**src/rtl/iceboard_pkg.sv**
```systemverilog
// iceboard_pkg: shared state encoding and constants for the ice board poll scheduler.
package iceboard_pkg;
  localparam int BOARD_ID_W = 4;
  localparam logic [7:0] SYNC_BYTE_DEF = 8'hA5;
  typedef enum logic [2:0] {IDLE, SEND_HDR, SEND_ID, WAIT_RSP, GAP} state_e;
endpackage

```
**src/rtl/iceboard_rr_select.sv**
```systemverilog
// iceboard_rr_select: picks the next set mask bit after cur, wrapping to the lowest set bit.
module iceboard_rr_select
  import iceboard_pkg::*;
#(
  parameter int N = 8
) (
  input  logic [N-1:0]            mask,
  input  logic [BOARD_ID_W-1:0]   cur,
  input  logic                    incl,
  output logic [BOARD_ID_W-1:0]   nxt,
  output logic                    any
);
  logic [BOARD_ID_W-1:0] lo, hi;
  logic hit;
  // Descending scan so the lowest qualifying index is written last.
  always_comb begin
    lo  = '0;
    hi  = '0;
    hit = 1'b0;
    for (int j = N - 1; j >= 0; j--) begin
      if (mask[j]) lo = BOARD_ID_W'(j);
      if (mask[j] && (BOARD_ID_W'(j) > cur || (incl && BOARD_ID_W'(j) == cur))) begin
        hi  = BOARD_ID_W'(j);
        hit = 1'b1;
      end
    end
  end
  assign nxt = hit ? hi : lo;
  assign any = |mask;
endmodule

```
**src/rtl/iceboard_poll_scheduler.sv**
```systemverilog
// iceboard_poll_scheduler: round-robin UART poller for ice boards with timeout and online tracking.
// Optional per-board timeout statistics under ICEBOARD_POLL_STATS_EN.
module iceboard_poll_scheduler
  import iceboard_pkg::*;
#(
  parameter int         NUM_BOARDS     = 8,
  parameter int         TIMEOUT_CYCLES = 50000,
  parameter int         GAP_CYCLES     = 100,
  parameter int         MISS_LIMIT     = 3,
  parameter logic [7:0] SYNC_BYTE      = SYNC_BYTE_DEF
) (
  input  logic                  clock,
  input  logic                  reset,
  input  logic                  enable,
  input  logic [NUM_BOARDS-1:0] board_mask,
  output logic [7:0]            tx_data,
  output logic                  tx_valid,
  input  logic                  tx_ready,
  input  logic                  rx_done,
  input  logic [7:0]            rx_id,
  input  logic                  rx_crc_ok,
  output logic [3:0]            cur_board,
  output logic                  busy,
  output logic [NUM_BOARDS-1:0] board_online,
  output logic                  timeout_pulse,
`ifdef ICEBOARD_POLL_STATS_EN
  input  logic [3:0]            stat_sel,
  output logic [15:0]           stat_timeouts,
`endif
  output logic                  bad_frame_pulse
);
  localparam int CW = $clog2((TIMEOUT_CYCLES > GAP_CYCLES ? TIMEOUT_CYCLES : GAP_CYCLES) + 1);
  localparam int MW = $clog2(MISS_LIMIT + 1);
  state_e state_q, state_d;
  logic [CW-1:0] cnt_q, cnt_d;
  logic [BOARD_ID_W-1:0] cur_q, cur_d, nxt;
  logic [NUM_BOARDS-1:0] online_q, online_d;
  logic [MW-1:0] miss_q [NUM_BOARDS];
  logic [MW-1:0] miss_d [NUM_BOARDS];
  logic started_q, started_d, to_q, to_d, bad_q, bad_d;
  logic any, go, good, expire, miss;
  // Until the first poll after reset, board 0 itself is eligible so polling starts at the lowest set bit.
  iceboard_rr_select #(.N(NUM_BOARDS)) u_sel (
    .mask(board_mask),
    .cur (cur_q),
    .incl(!started_q),
    .nxt (nxt),
    .any (any)
  );
  assign go       = enable && any;
  assign good     = rx_done && rx_crc_ok && rx_id == 8'(cur_q);
  assign expire   = cnt_q == CW'(TIMEOUT_CYCLES - 1);
  assign miss     = state_q == WAIT_RSP && expire && !good;
  assign tx_valid = state_q == SEND_HDR || state_q == SEND_ID;
  assign tx_data  = state_q == SEND_HDR ? SYNC_BYTE : state_q == SEND_ID ? 8'(cur_q) : 8'h00;
  assign busy     = state_q != IDLE;
  assign cur_board       = cur_q;
  assign board_online    = online_q;
  assign timeout_pulse   = to_q;
  assign bad_frame_pulse = bad_q;
  always_comb begin
    state_d   = state_q;
    cnt_d     = cnt_q;
    cur_d     = cur_q;
    started_d = started_q || state_q == SEND_HDR;
    to_d      = 1'b0;
    bad_d     = 1'b0;
    case (state_q)
      IDLE: begin
        state_d = go ? SEND_HDR : IDLE;
        cur_d   = go ? nxt : cur_q;
      end
      SEND_HDR: state_d = tx_ready ? SEND_ID : SEND_HDR;
      SEND_ID: begin
        state_d = tx_ready ? WAIT_RSP : SEND_ID;
        cnt_d   = '0;
      end
      WAIT_RSP: begin
        bad_d   = rx_done && !good;
        to_d    = miss;
        state_d = good || expire ? GAP : WAIT_RSP;
        cnt_d   = good || expire ? '0 : cnt_q + 1'b1;
      end
      GAP: begin
        if (cnt_q == CW'(GAP_CYCLES - 1)) begin
          state_d = go ? SEND_HDR : IDLE;
          cur_d   = go ? nxt : cur_q;
          cnt_d   = '0;
        end else begin
          cnt_d = cnt_q + 1'b1;
        end
      end
      default: state_d = IDLE;
    endcase
  end
  always_comb begin
    online_d = online_q;
    miss_d   = miss_q;
    for (int i = 0; i < NUM_BOARDS; i++) begin
      if (cur_q == BOARD_ID_W'(i) && state_q == WAIT_RSP && good) begin
        online_d[i] = 1'b1;
        miss_d[i]   = '0;
      end else if (cur_q == BOARD_ID_W'(i) && miss) begin
        miss_d[i]   = miss_q[i] == MW'(MISS_LIMIT) ? miss_q[i] : miss_q[i] + 1'b1;
        online_d[i] = miss_d[i] == MW'(MISS_LIMIT) ? 1'b0 : online_q[i];
      end
    end
  end
  always_ff @(posedge clock) begin
    if (reset) begin
      state_q   <= IDLE;
      cnt_q     <= '0;
      cur_q     <= '0;
      online_q  <= '0;
      miss_q    <= '{default: '0};
      started_q <= 1'b0;
      to_q      <= 1'b0;
      bad_q     <= 1'b0;
    end else begin
      state_q   <= state_d;
      cnt_q     <= cnt_d;
      cur_q     <= cur_d;
      online_q  <= online_d;
      miss_q    <= miss_d;
      started_q <= started_d;
      to_q      <= to_d;
      bad_q     <= bad_d;
    end
  end
`ifdef ICEBOARD_POLL_STATS_EN
  logic [15:0] stat_q [NUM_BOARDS];
  logic [15:0] stat_d [NUM_BOARDS];
  logic [15:0] stat_out_q, stat_out_d;
  always_comb begin
    stat_d     = stat_q;
    stat_out_d = '0;
    for (int i = 0; i < NUM_BOARDS; i++) begin
      if (miss && cur_q == BOARD_ID_W'(i) && stat_q[i] != 16'hFFFF) stat_d[i] = stat_q[i] + 1'b1;
      if (stat_sel == 4'(i)) stat_out_d = stat_q[i];
    end
  end
  always_ff @(posedge clock) begin
    if (reset) begin
      stat_q     <= '{default: '0};
      stat_out_q <= '0;
    end else begin
      stat_q     <= stat_d;
      stat_out_q <= stat_out_d;
    end
  end
  assign stat_timeouts = stat_out_q;
`endif
endmodule

```
**config.mk**
```make
export PLATFORM = sky130hd
export DESIGN_NAME = iceboard_poll_scheduler
export DESIGN_NICKNAME = d
export VERILOG_FILES = /design/src/rtl/iceboard_pkg.sv /design/src/rtl/iceboard_rr_select.sv /design/src/rtl/iceboard_poll_scheduler.sv
export SDC_FILE = /design/constraint.sdc
export NUM_CORES = 1
export LEC_CHECK = 0
export ABC_AREA = 1
export CAP_MARGIN = 10
export CORE_ASPECT_RATIO = 0.9
export CORE_UTILIZATION = 45
export DETAILED_ROUTE_END_ITERATION = 12
export GPL_TIMING_DRIVEN = 1
export PLACE_DENSITY = 0.68
export SLEW_MARGIN = 20
export SYNTH_ARGS = -nofsm -noshare
export SYNTH_HDL_FRONTEND = slang
export SYNTH_SLANG_ARGS = --single-unit
export TNS_END_PERCENT = 30
```
**constraint.sdc**
```tcl
create_clock -name clock -period 1.9 [get_ports clock]
set_clock_uncertainty 0.05 [all_clocks]
set_input_delay 0.285 -clock clock [delete_from_list [all_inputs] [get_ports clock]]
set_output_delay 0.285 -clock clock [all_outputs]
set_load 0.02 [all_outputs]
```
## Yosys cells after proc, flatten, opt, wreduce, memory -nomap -nowiden

Cells that the tools add are included.
Widths: inputs -> output; s select.

| word-level totals | value |
|---|---|
| word-level logic and storage cells | 248 |
| register bits | 50 |
| input bits | 22 |
| output and inout bits | 24 |

| operators by class | value |
|---|---|
| magnitude comparators | 8 |
| multiplexer cells | 71 |
| reductions and logical operators | 99 |
| add/subtract/negate cells | 9 |
| bitwise logic cells | 1 |
| equal/unequal tests | 38 |

Operators with widths:

| cell | count |
|---|---|
| $mux 3 | 19 |
| $pmux 16 s3 | 1 |
| $logic_and 1x1->1 | 46 |
| $mux 1 | 34 |
| $reduce_bool 2->1 | 17 |
| $eq 2x2->1 const B | 16 |
| $mux 16 | 2 |
| $mux 2 | 9 |
| $reduce_and 2->1 | 9 |
| $reduce_or 2->1 | 9 |
| $add 16x1->16 const B | 1 |
| $add 2x1->2 const B | 8 |
| $eq 16x16->1 const B | 1 |
| $eq 16x7->1 const B | 1 |
| $eq 3x4->1 const A | 4 |
| $eq 4x3->1 const B | 4 |
| $gt 3x4->1 const A | 4 |
| $pmux 3 s5 | 1 |
| $mux 4 | 3 |
| $logic_or 1x1->1 | 11 |
| $eq 2x4->1 const A | 2 |
| $eq 4x2->1 const B | 2 |
| $eq 8x4->1 | 1 |
| $gt 1x4->1 const A | 2 |
| other kinds (15) | 19 |

## Depth between registers and ports, before layout

Gate-level depths: netlist of run 1.

| logic depth | value |
|---|---|
| word-level depth | 16 |
| mapped depth | 13 |
| depth with buffers taken out | 12 |

## Modules after synthesis

A second synthesis of run 1 with hierarchy kept.

| unflattened totals | value |
|---|---|
| cells, all modules | 478 |
| area, all modules | 2986.6 µm² |

Modules (own cells, without submodules):

| module | seq. area each (µm²) | area an instance (µm²) | cells an instance | instances |
|---|---|---|---|---|
| iceboard_poll_scheduler | 1001.0 | 2567.5 | 390 | 1 |
| iceboard_rr_select | 0.0 | 419.2 | 88 | 1 |

## Worst setup path before layout of run 1

OpenSTA, ideal clock, no wires.

| path | value |
|---|---|
| kind | reg2out |
| start | register state_q[0] |
| end | output tx_data[0] |
| path buffers | 0 |
| cell stages (with the launch flop) | 5 |
| required time | 1565 ps |
| data arrival time | 1493 ps |
| setup slack | 72 ps |
| path through | dfxtp_1 -> inv_1 -> nor3_1 -> inv_1 -> o21ai_0 |

| between the ends | value |
|---|---|
| cells in the longest elaborated chain, start to end | 3 |
| elaborated cells between the ends (all ways) | 4 |
| classes of those cells | eq/ne: 2; mux: 2 |

Ends and longest elaborated chain:

| element | RTL line | RTL |
|---|---|---|
| start, declared | iceboard_poll_scheduler.sv:34 | `state_e state_q, state_d;` |
| start signal, assigned | iceboard_poll_scheduler.sv:120 | `state_q <= state_d;` |
| $eq 3x2->1 | iceboard_poll_scheduler.sv:55 | `assign tx_data = state_q == SEND_HDR ? SYNC_BYTE : state_q == SEND_ID ? 8'(cur_q) : 8'h00;` |
| $mux 4 | iceboard_poll_scheduler.sv:55 |  |
| $mux 8 * | iceboard_poll_scheduler.sv:55 |  |
| end, declared | iceboard_poll_scheduler.sv:16 | `output logic [7:0] tx_data,` |

Mark *: on every way between the ends. The rest lies on a longest branch, timed or not.

## Worst setup path in the final report of run 1

| path | value |
|---|---|
| start | register cur_q[2], in the netlist cur_board[2] |
| end | output cur_board[2] |

RTL lines:

| element | RTL line | RTL |
|---|---|---|
| start, declared | iceboard_poll_scheduler.sv:36 | `logic [BOARD_ID_W-1:0] cur_q, cur_d, nxt;` |
| start signal, assigned | iceboard_poll_scheduler.sv:122 | `cur_q <= cur_d;` |
| end, declared | iceboard_poll_scheduler.sv:22 | `output logic [3:0] cur_board,` |

No word-level cell between the ends.

==> metrics.md, run 1 <==
| Metric | Value |
|---|---|
| Run status | `completed` |
| Distinct cell type count after synthesis | `38` |
| Share of layout cells above drive strength 1 | `13.77%` |
| Detail Placement HPWL | `5.544 mm` |
| Critical path's largest stage delay | `0.61 ns` |
| Data arrival at the endpoint of the critical path | `1.49 ns` |
| Total wire length | `7.484 mm` |
| H-tree depth | `2` |
| Gate power share | `20.2%` |
| Number of endpoints failing setup at the final stage | `0` |
| Class of the most critical hold timing path | `register to register` |
| Post-Syn Instances | `461` |
| Leakage | `1.585 nW` |
| Crit path max-delay cell type | `clkdlybuf4s50_1` |
| Tot GR Track Use | `22.31%` |
| Post-CTS Hold Fix Bufs | `0` |
| Effective utilization at floorplan | `47.97%` |
| Row count | `27` |
| Final-report max-slew violation count | `0` |
| Register cell area after layout | `982.2 sq um` |
| Syn avg cell area | `6.538 sq um` |
| Required time at the endpoint of the critical path | `1.56 ns` |
| Utilization after layout | `59.44%` |
| Die area | `7030 sq um` |
| Number of iterations in the first detailed-routing pass | `5` |
| Sequential share of the synthesized area | `32.54%` |
| Vias in the first global route | `2776` |
| Placer Congestion | `0.9119` |
| Unrepaired setup endpoints after global routing | `yes` |
| Master cell of the clock root buffer | `clkbuf_8` |
| Crit. path cell count | `2` |
| Cell type with the largest total area after synthesis | `dfxtp_1` |
| Async set-reset flop share out of synthesis | `0%` |
| Upper clock frequency limit | `546.8 MHz` |
| Final instance area | `3735 sq um` |
| Number of storage elements in the synthesis netlist | `49` |
| Number of cells on the worst hold path | `1` |
| Period utilization | `96.25%` |
| Count of routing violations after the opening detailed-route iteration | `121` |
| Die Y | `79.64 microns` |
| Count of buffer and inverter cells on the critical path | `2` |
| Clock-pin slew on the worst setup and hold paths | `0.10 ns` |
| Pin count of the biggest net entering global routing | `23` |
| Reported net switching power | `0.6833 mW` |
| VDD IR-drop max | `267.2 uV` |
| CP cell instances | `buf_4 > clkdlybuf4s50_1` |
| Biggest area contributors in the synthesized netlist | `dfxtp_1 (33%), nand2_1 (15%), inv_1 (8.5%), a21oi_1 (6.8%), nor2_1 (4.6%)` |
| Count of nets after finishing | `545` |
| Design Power | `2.179 mW` |
| Switching Share | `31.36%` |
| Clock Power Share | `30.9%` |
| Sinks on the clock net | `49` |
| Die width | `88.27 microns` |
| Vias | `3072` |
| Congestion Overflow GR | `0` |
| Synth warnings | `0` |
| Top cell family by delay on the critical path | `buffers and inverters` |
| Clock insertion delay at the later pin of the skew report | `0.31 ns` |
| Endpoint kind of the worst setup timing path | `primary output` |
| Number of antenna violations at the first check in global routing | `0` |
| Port bufs | `41` |
| Detailed-route wire length per cell | `12.27 microns` |
| CTS tree | `yes` |
| Synth Flop Type | `dfxtp_1` |
| Post-synthesis cell area | `3014 sq um` |
| Largest driver fanout on the critical path | `5` |
| Internal Power | `1.496 mW` |
| Core region area | `6284 sq um` |
| Count of flip-flops with a built-in enable after synthesis | `0` |
| Number of antenna diodes | `0` |
| Via density per instance | `5.036` |
| Crit path time final | `1.829 ns` |
| Area share of the largest cell type after synthesis | `32.54%` |
| Number of antenna-violating nets in the routed design | `0` |
| Critical path startpoint category | `register` |
| Filler cells | `637` |
| Power per cell area | `583.4 nW/um^2` |
| Multi-input gate area in the final layout | `1668 sq um` |
| Num ports | `46` |
| Drc violations | `0` |
| Maximum capacitance violations | `0` |
| Number of failing hold endpoints at the final stage | `0` |
| Number of cells traversed by the worst register-to-register path | `8` |
| First-pass GRT wire length | `12.27 mm` |
| Deepest clock path buffer count | `2` |
| Cell area after placement | `3612 sq um` |
| Relative contribution of sequential cells to total power | `48.9%` |
| Post-synthesis to final-layout area growth | `23.91%` |
| Number of clock buffers inserted by TritonCTS | `5` |
| WS Path Type | `register to primary output` |
-- worst paths after layout --
| check | to | slack, ns | from |
|---|---|---|---|
| setup / recovery | cur_board[2] | 0.07 | cur_board[2] |
| hold / removal | miss_q[4] | 0.43 | miss_q[5] |
| setup reg to reg | board_online[0] | 0.10 | cnt_q[1] |
| hold reg to reg | miss_q[4] | 0.43 | miss_q[5] |
-- cells in the mapped netlist, types with 2 or more instances --
cell type / count
nor2_1: 37
o21ai_1: 7
inv_2: 5
buf_6: 2
nand4_1: 19
o21a_1: 10
nand3_1: 25
nand2_2: 2
o21bai_1: 8
buf_2: 3
buf_4: 8
a31oi_1: 2
nand2_1: 119
clkbuf_1: 3
a21oi_1: 41
nand3_2: 3
nor2_2: 5
o21ai_0: 15
dfxtp_1: 49
nor2_4: 2
nand4_4: 2
inv_1: 68
nor3_2: 2
nor2_8: 2
nor3_1: 9
-- per-stage QoR --
stage | cells | TNS [ns] | hold slack (ns) | setup slack (ns)
after global routing | 610 | -0.03175 | 0.4527 | -0.03147
after global placement | 600 | -4.609 | 0.3973 | -0.1763
final | 610 | 0 | 0.4306 | 0.07129
after detailed placement | 600 | -5.739 | 0.4005 | -0.2154
after CTS | 608 | 0 | 0.4290 | 0.02243
after floorplan | 464 | 0 | 0.3556 | 0.07235
-- what timing repair did --
| action | CTS | global route |
|---|---|---|
| pin swaps | 0 | 3 |
| gates cloned | 0 | 1 |
| setup buffers | 0 | 1 |
| resized for setup | 7 | 15 |
| endpoints found under the setup margin | 7 | 35 |
-- flip-flops by register name, summed over array words and instances (netlist names) --
| register | count |
|---|---|
| state_q | 3 |
| timeout_pulse | 1 |
| cur_board | 3 |
| board_online | 8 |
| started_q | 1 |
| cnt_q | 16 |
| miss_q | 16 |
| bad_frame_pulse | 1 |
-- routing by layer --
| metal | track usage, % | vias to the layer above | share of wire, % |
|---|---|---|---|
| met4 | 6.774 | 0 | 0.94 |
| met5 | 0 | - | 0 |
| met2 | 33.77 | 112 | 43 |
| met1 | 32.31 | 1351 | 49 |
| met3 | 3.413 | 6 | 7.6 |
| li1 | - | 1603 | - |
-- logic make-up after synthesis --
logic type | after synthesis | share of synthesized area, %
flops | 49 | 32.54
other cells | 1 | 0.1244
compound gates | 86 | 16.11
xor+xnor | 2 | 0.5813
fa+ha+maj | 1 | 0.4150
buf+inv | 92 | 13.53
simple gates | 230 | 36.70
-- placed cells by master (no fill, tap or decap), drive strengths merged, types with 8 or more instances in the layout --
cell type        n
nand2          121
inv             74
dfxtp           49
nor2            47
a21oi           42
clkdlybuf4s50   34
nand3           28
buf             27
o21ai           22
nand4           21
nor3            12
o21a            10
o21bai           8
clkbuf           8
-- layout make-up --
cell class / count / area share [%]
clock inverters: 3 / 0.9045
inverters: 74 / 7.504
clock buffers: 5 / 1.843
repair buffers: 68 / 15.88
well taps: 87 / 2.915
multi-input cells: 324 / 44.66
flip-flops and latches: 49 / 26.30
-- power by group through the flow --
| stage | clock network [mW] | logic [mW] | registers [mW] |
|---|---|---|---|
| 2_1_floorplan | 0 | 0.264 | 1.09 |
| 3_3_place_gp | 0 | 0.447 | 1.09 |
| 3_5_place_dp | 0 | 0.449 | 1.09 |
| 4_1_cts | 0.694 | 0.437 | 1.06 |
| 5_1_grt | 0.728 | 0.489 | 1.07 |
| 6_report | 0.673 | 0.441 | 1.07 |
(Power assumes the default switching activity.)
==> run 2: changes to the inputs <==
--- a/config.mk
+++ b/config.mk
@@ -8,10 +8,10 @@
 export ABC_AREA = 1
 export CAP_MARGIN = 10
 export CORE_ASPECT_RATIO = 0.9
-export CORE_UTILIZATION = 45
+export CORE_UTILIZATION = 54
 export DETAILED_ROUTE_END_ITERATION = 12
 export GPL_TIMING_DRIVEN = 1
-export PLACE_DENSITY = 0.68
+export PLACE_DENSITY = 0.8
 export SLEW_MARGIN = 20
 export SYNTH_ARGS = -nofsm -noshare
 export SYNTH_HDL_FRONTEND = slang
==> metrics.md, run 2 (synthesized netlist as in run 1, its figures left out) <==
| Metric | Value |
|---|---|
| Number of antenna violations at the first check in global routing | `0 (unchanged)` |
| Row count | `25 (-7.4%)` |
| Crit path max-delay cell type | `dfxtp_1` |
| Endpoint kind of the worst setup timing path | `register` |
| CP startpoint | `cnt_q[1]` |
| Leakage | `1.581 nW (-0.27%)` |
| Clock Power Share | `31.1% (+0.2 points)` |
| Leading cell types in the layout, fill and taps excluded | `nand2_1 (118), inv_1 (68), dfxtp_1 (45)` |
| Startpoint of the tightest hold check path | `miss_q[9]` |
| FF-to-FF Start | `cnt_q[1]` |
| Power per cell area | `587.6 nW/um^2 (+0.71%)` |
| Period utilization | `96.05% (-0.19 points)` |
| Die area | `5885 sq um (-16%)` |
| Clock-pin slew on the worst setup and hold paths | `0.10 ns (about the same)` |
| Number of failing hold endpoints at the final stage | `0 (unchanged)` |
| Required time at the endpoint of the critical path | `2.05 ns (+0.49 ns)` |
| Vias in the first global route | `2878 (+3.7%)` |
| Final-report max-slew violation count | `0 (unchanged)` |
| WS Path Type | `register to register` |
| Count of nets after finishing | `541 (-0.73%)` |
| Number of clock buffers inserted by TritonCTS | `5 (unchanged)` |
| Maximum capacitance violations | `0 (unchanged)` |
| Effective utilization at floorplan | `56.68% (+8.7 points)` |
| Unrepaired setup endpoints after global routing | `yes` |
| Crit path time final | `1.825 ns (-0.003691 ns)` |
| Drc violations | `0 (unchanged)` |
| Data arrival at the endpoint of the critical path | `1.98 ns (+0.49 ns)` |
| Sinks on the clock net | `49 (unchanged)` |
| H-tree depth | `2 (unchanged)` |
| Post-synthesis to final-layout area growth | `23.00%` |
| Number of antenna diodes | `0 (unchanged)` |
| Total wire length | `7.669 mm (+2.5%)` |
| Port bufs | `41 (unchanged)` |
| Detailed-route wire length per cell | `13.09 microns (+6.7%)` |
| Placer Congestion | `0.8884 (-2.6%)` |
| CTS tree | `yes` |
| Share of layout cells above drive strength 1 | `14.07% (+0.30 points)` |
| Upper clock frequency limit | `547.9 MHz (+0.20%)` |
| Relative contribution of sequential cells to total power | `49.2% (+0.3 points)` |
| Post-CTS Hold Fix Bufs | `0 (unchanged)` |
| Pin count of the biggest net entering global routing | `23 (unchanged)` |
| Number of endpoints failing setup at the final stage | `0 (unchanged)` |
| Setup fix buffers added after clock tree synthesis | `0 (unchanged)` |
| Critical path startpoint category | `register` |
| Critical path's largest stage delay | `0.36 ns (-0.25 ns)` |
| Most frequent standard cell in the layout excluding fill and tap cells | `nand2_1` |
| Congestion Overflow GR | `0 (unchanged)` |
| Count of routing violations after the opening detailed-route iteration | `249 (+110%)` |
| Die width | `80.75 microns (-8.5%)` |
| Tot GR Track Use | `27.24% (+4.9 points)` |
| Reported net switching power | `0.6860 mW (+0.40%)` |
| First-pass GRT wire length | `12.51 mm (+2.0%)` |
| Number of antenna-violating nets in the routed design | `0 (unchanged)` |
| Switching Share | `31.49% (+0.14 points)` |
| Vias | `3176 (+3.4%)` |
| Number of iterations in the first detailed-routing pass | `5 (unchanged)` |
| Class of the most critical hold timing path | `register to register` |
| Clock insertion delay at the later pin of the skew report | `0.31 ns (about the same)` |
| Master cell of the clock root buffer | `clkbuf_8` |
| Total placed cells including tap cells | `576 (-4.0%)` |
| CP cell instances | `ha_2 > nand2_2 > nor2_8 > nand4_4 > nor2_8 > nand4_1 > o21bai_1 > a21oi_1` |
| DP Worst Slack | `-0.1388 ns (+0.07663 ns)` |
| Via density per instance | `5.420 (+7.6%)` |
| Cell occurring most often along the worst timing path | `nor2_8` |
| Num ports | `46 (unchanged)` |
| Internal Power | `1.492 mW (-0.23%)` |
| Detail Placement HPWL | `5.542 mm (about the same)` |
| Die Y | `72.88 microns (-8.5%)` |
| Deepest clock path buffer count | `2 (unchanged)` |
| Worst path setup slack after routing | `0.07499 ns (+0.003691 ns)` |
| Gate power share | `19.7% (-0.5 points)` |
| VDD IR-drop max | `543.6 uV (+100%)` |
| Largest driver fanout on the critical path | `7 (+2)` |
| Run status | `completed` |
| Core region area | `5318 sq um (-15%)` |
| Final non-filler cell total | `586 (-3.9%)` |
## run 2: cell count changes in the layout (fill, tap and decap cells not counted), moves of 2 or more
cell / previous run / this run
dfxtp_1: 48 / 45
buf_4: 27 / 22
buf_2: 0 / 2
nor2_2: 9 / 6
dfxtp_2: 1 / 3
clkbuf_2: 3 / 1
nor2_4: 3 / 5
nor2_1: 33 / 35
## run 2: final timing paths
kind | end | slack, ns | cells after the start
hold / removal | miss_q[8] | 0.42 | 1
hold reg to reg | miss_q[8] | 0.42 | 1
setup / recovery | board_online[7] | 0.07 | 8
setup reg to reg | board_online[7] | 0.07 | 8
## run 2: cell type report
| cell class | instances | area [sq um] |
|---|---|---|
| multi-input cells | 325 | 1700 |
| fillers | 467 | 1610 |
| flip-flops and latches | 49 | 988.4 |
| repair buffers | 63 | 556.8 |
| inverters | 74 | 280.3 |
| well taps | 67 | 83.83 |
| clock buffers | 5 | 68.82 |
| clock inverters | 3 | 28.78 |
## run 2: power groups by stage
stage	clock [mW]	combinational [mW]	sequential, mW
2_1_floorplan	0	0.264	1.09
3_3_place_gp	0	0.426	1.09
3_5_place_dp	0	0.435	1.09
4_1_cts	0.693	0.425	1.07
5_1_grt	0.731	0.475	1.07
6_report	0.678	0.429	1.07
## run 2: repair_timing
action	4_1_cts	5_1_grt
pin swaps	1	5
endpoints found under the setup margin	8	41
cloned	0	2
gates resized for setup	14	19
## run 2: worst max-delay path: cells and delay by family (launching register included)
family          cells  cell delay, ns
compound gates      2            0.25
fa+ha+maj           1            0.22
flops               1            0.36
simple gates        5            0.83
## run 2: stage by stage
| stage | area [sq um] | utilization, % | TNS [ns] | total power [mW] | hold slack [ns] |
|---|---|---|---|---|---|
| floorplan | 3025 | - | 0 | 1.350 | 0.3556 |
| global placement | 3557 | 66.89 | -2.044 | 1.517 | 0.3977 |
| detailed placement | 3557 | 66.89 | -2.580 | 1.526 | 0.4016 |
| CTS | 3652 | 68.68 | 0 | 2.186 | 0.4261 |
| global route | 3707 | 69.72 | -0.1158 | 2.281 | 0.4448 |
| finish | 3707 | 69.72 | 0 | 2.178 | 0.4220 |
## run 2: routing by layer
metal / wire [microns] / vias up / global-route usage [%]
met2: 3525 / 132 / 44.44
met4: 126 / 0 / 8.333
met5: 0 / - / 0
li1: - / 1604 / -
met3: 519 / 13 / 4.000
met1: 3497 / 1427 / 37.18
==> run 3: changes to the inputs <==
--- a/config.mk
+++ b/config.mk
@@ -11,7 +11,7 @@
 export CORE_UTILIZATION = 54
 export DETAILED_ROUTE_END_ITERATION = 12
 export GPL_TIMING_DRIVEN = 1
-export PLACE_DENSITY = 0.8
+export PLACE_DENSITY = 0.92
 export SLEW_MARGIN = 20
 export SYNTH_ARGS = -nofsm -noshare
 export SYNTH_HDL_FRONTEND = slang
==> metrics.md, run 3 (synthesized netlist as in run 1, its figures left out) <==
| Metric | Value |
|---|---|
| CP cell instances | `nand2_1 > nor3_1 > nand2_1 > nor2_8 > buf_4 > nand4_1 > o21bai_1 > a21oi_1` |
| Num ports | `46 (unchanged)` |
| Critical path startpoint category | `register` |
| Filler cells | `422 (-9.6%)` |
| Most frequent standard cell in the layout excluding fill and tap cells | `nand2_1` |
| Number of iterations in the first detailed-routing pass | `5 (unchanged)` |
| Top cell family by delay on the critical path | `simple AND/OR/NAND/NOR gates` |
| CTS tree | `yes` |
| Share of layout cells above drive strength 1 | `13.76% (-0.31 points)` |
| Number of endpoints failing setup at the final stage | `0 (unchanged)` |
| Detail Placement HPWL | `5.645 mm (+1.9%)` |
| Core region area | `5318 sq um (unchanged)` |
| Maximum capacitance violations | `0 (unchanged)` |
| CP startpoint | `cnt_q[9]` |
| Design Power | `2.269 mW (+4.1%)` |
| Period utilization | `99.01% (+3.0 points)` |
| Number of clock buffers inserted by TritonCTS | `5 (unchanged)` |
| Sinks on the clock net | `49 (unchanged)` |
| Count of nets after finishing | `538 (-0.55%)` |
| Startpoint of the tightest hold check path | `miss_q[7]` |
| Via density per instance | `5.690 (+5.0%)` |
| Tightest hold margin | `0.4289 ns (+0.006912 ns)` |
| FF-to-FF Start | `cnt_q[9]` |
| Critical path's largest stage delay | `0.40 ns (+0.04 ns)` |
| Drc violations | `0 (unchanged)` |
| Clock insertion delay at the later pin of the skew report | `0.31 ns (about the same)` |
| Number of failing hold endpoints at the final stage | `0 (unchanged)` |
| First-pass GRT wire length | `12.97 mm (+3.6%)` |
| Total wire length | `8.557 mm (+12%)` |
| Clock-pin slew on the worst setup and hold paths | `0.10 ns (about the same)` |
| Number of antenna diodes | `0 (unchanged)` |
| Upper clock frequency limit | `531.6 MHz (-3.0%)` |
| Required time at the endpoint of the critical path | `2.05 ns (about the same)` |
| Row count | `25 (unchanged)` |
| Count of routing violations after the opening detailed-route iteration | `323 (+30%)` |
| Effective utilization at floorplan | `56.68% (unchanged)` |
| Run status | `completed` |
| Unrepaired setup endpoints after global routing | `yes` |
| Number of antenna violations at the first check in global routing | `0 (unchanged)` |
| Endpoint kind of the worst setup timing path | `register` |
| Crit path max-delay cell type | `dfxtp_1` |
| Final-report max-slew violation count | `0 (unchanged)` |
| Detailed-route wire length per cell | `14.68 microns (+12%)` |
| Number of antenna-violating nets in the routed design | `0 (unchanged)` |
| Final non-filler cell total | `583 (-0.51%)` |
| Power per cell area | `610.7 nW/um^2 (+3.9%)` |
| Cell occurring most often along the worst timing path | `nand2_1` |
| Largest driver fanout on the critical path | `7 (unchanged)` |
| Port bufs | `41 (unchanged)` |
| Data arrival at the endpoint of the critical path | `2.03 ns (+0.05 ns)` |
| Die width | `80.75 microns (unchanged)` |
| Leakage | `1.559 nW (-1.4%)` |
| Die Y | `72.88 microns (unchanged)` |
| H-tree depth | `2 (unchanged)` |
| Post-synthesis to final-layout area growth | `23.25%` |
| WS Path Type | `register to register` |
| Utilization after layout | `69.86% (+0.14 points)` |
| Flop-to-flop setup slack | `0.02 ns (-0.06 ns)` |
| VDD IR-drop max | `545.3 uV (+0.33%)` |
| Post-CTS Hold Fix Bufs | `0 (unchanged)` |
| Master cell of the clock root buffer | `clkbuf_8` |
| Count of buffer and inverter cells on the critical path | `1 (+1)` |
| Class of the most critical hold timing path | `register to register` |
| Congestion Overflow GR | `0 (unchanged)` |
| Leading cell types in the layout, fill and taps excluded | `nand2_1 (119), inv_1 (68), dfxtp_1 (44)` |
| Total Neg Setup Slack | `0 ns (unchanged)` |
| Tot GR Track Use | `28.18% (+0.95 points)` |
| Total placed cells including tap cells | `570 (-1.0%)` |
| Vias in the first global route | `3065 (+6.5%)` |
| Die area | `5885 sq um (unchanged)` |
| Pin count of the biggest net entering global routing | `23 (unchanged)` |
| Placer Congestion | `0.9197 (+3.5%)` |
| Deepest clock path buffer count | `2 (unchanged)` |
| Crit path time final | `1.881 ns (+0.05612 ns)` |
| Vias | `3317 (+4.4%)` |
-- run 3: area by class of cell --
class                   instances  area (sq um)  share of cell area, %
multi-input cells             324          1697                  45.67
flip-flops and latches         49         987.2                  26.57
repair buffers                 61         551.8                  14.85
inverters                      74         280.3                  7.545
well taps                      67         83.83                  2.257
clock buffers                   5         68.82                  1.852
clock inverters                 3         46.29                  1.246
-- run 3: path summary, 6_finish.rpt --
path,depth (start not counted),to
worst min-delay path,1,miss_q[6]
worst max-delay path,8,board_online[4]
worst max register to register,8,board_online[4]
worst min register to register,1,miss_q[6]
-- run 3: where the power goes --
group	internal [mW]	switching [mW]	total, mW
Sequential	1.04	0.0281	1.07
Clock	0.394	0.373	0.767
Combinational	0.167	0.262	0.429
-- run 3: timing repair --
item | CTS | global route
resized for setup | 12 | 19
endpoints found under the setup margin | 9 | 39
cloned | 0 | 1
pin swaps | 2 | 3
setup buffers | 0 | 4
-- run 3: worst reg2reg max path, delay by kind of cell, from the launching register on --
family	cells	cell delay, ns
simple gates	5	0.95
flops	1	0.40
compound gates	2	0.23
buf+inv	1	0.16
-- run 3: per-layer routing --
metal / global-route usage [%] / up-vias / share of wire, %
met5: 0 / - / 0
met4: 12.30 / 0 / 2.7
met3: 5.125 / 37 / 9.5
met2: 49.06 / 205 / 47
met1: 33.90 / 1479 / 41
li1: - / 1596 / -
-- run 3: stage by stage --
stage	setup WS (ns)	area (sq um)
2_1_floorplan	0.07235	3025
3_3_place_gp	-0.1873	3512
3_5_place_dp	-0.2710	3512
4_1_cts	0.003821	3625
5_1_grt	-0.06829	3715
6_report	0.01886	3715
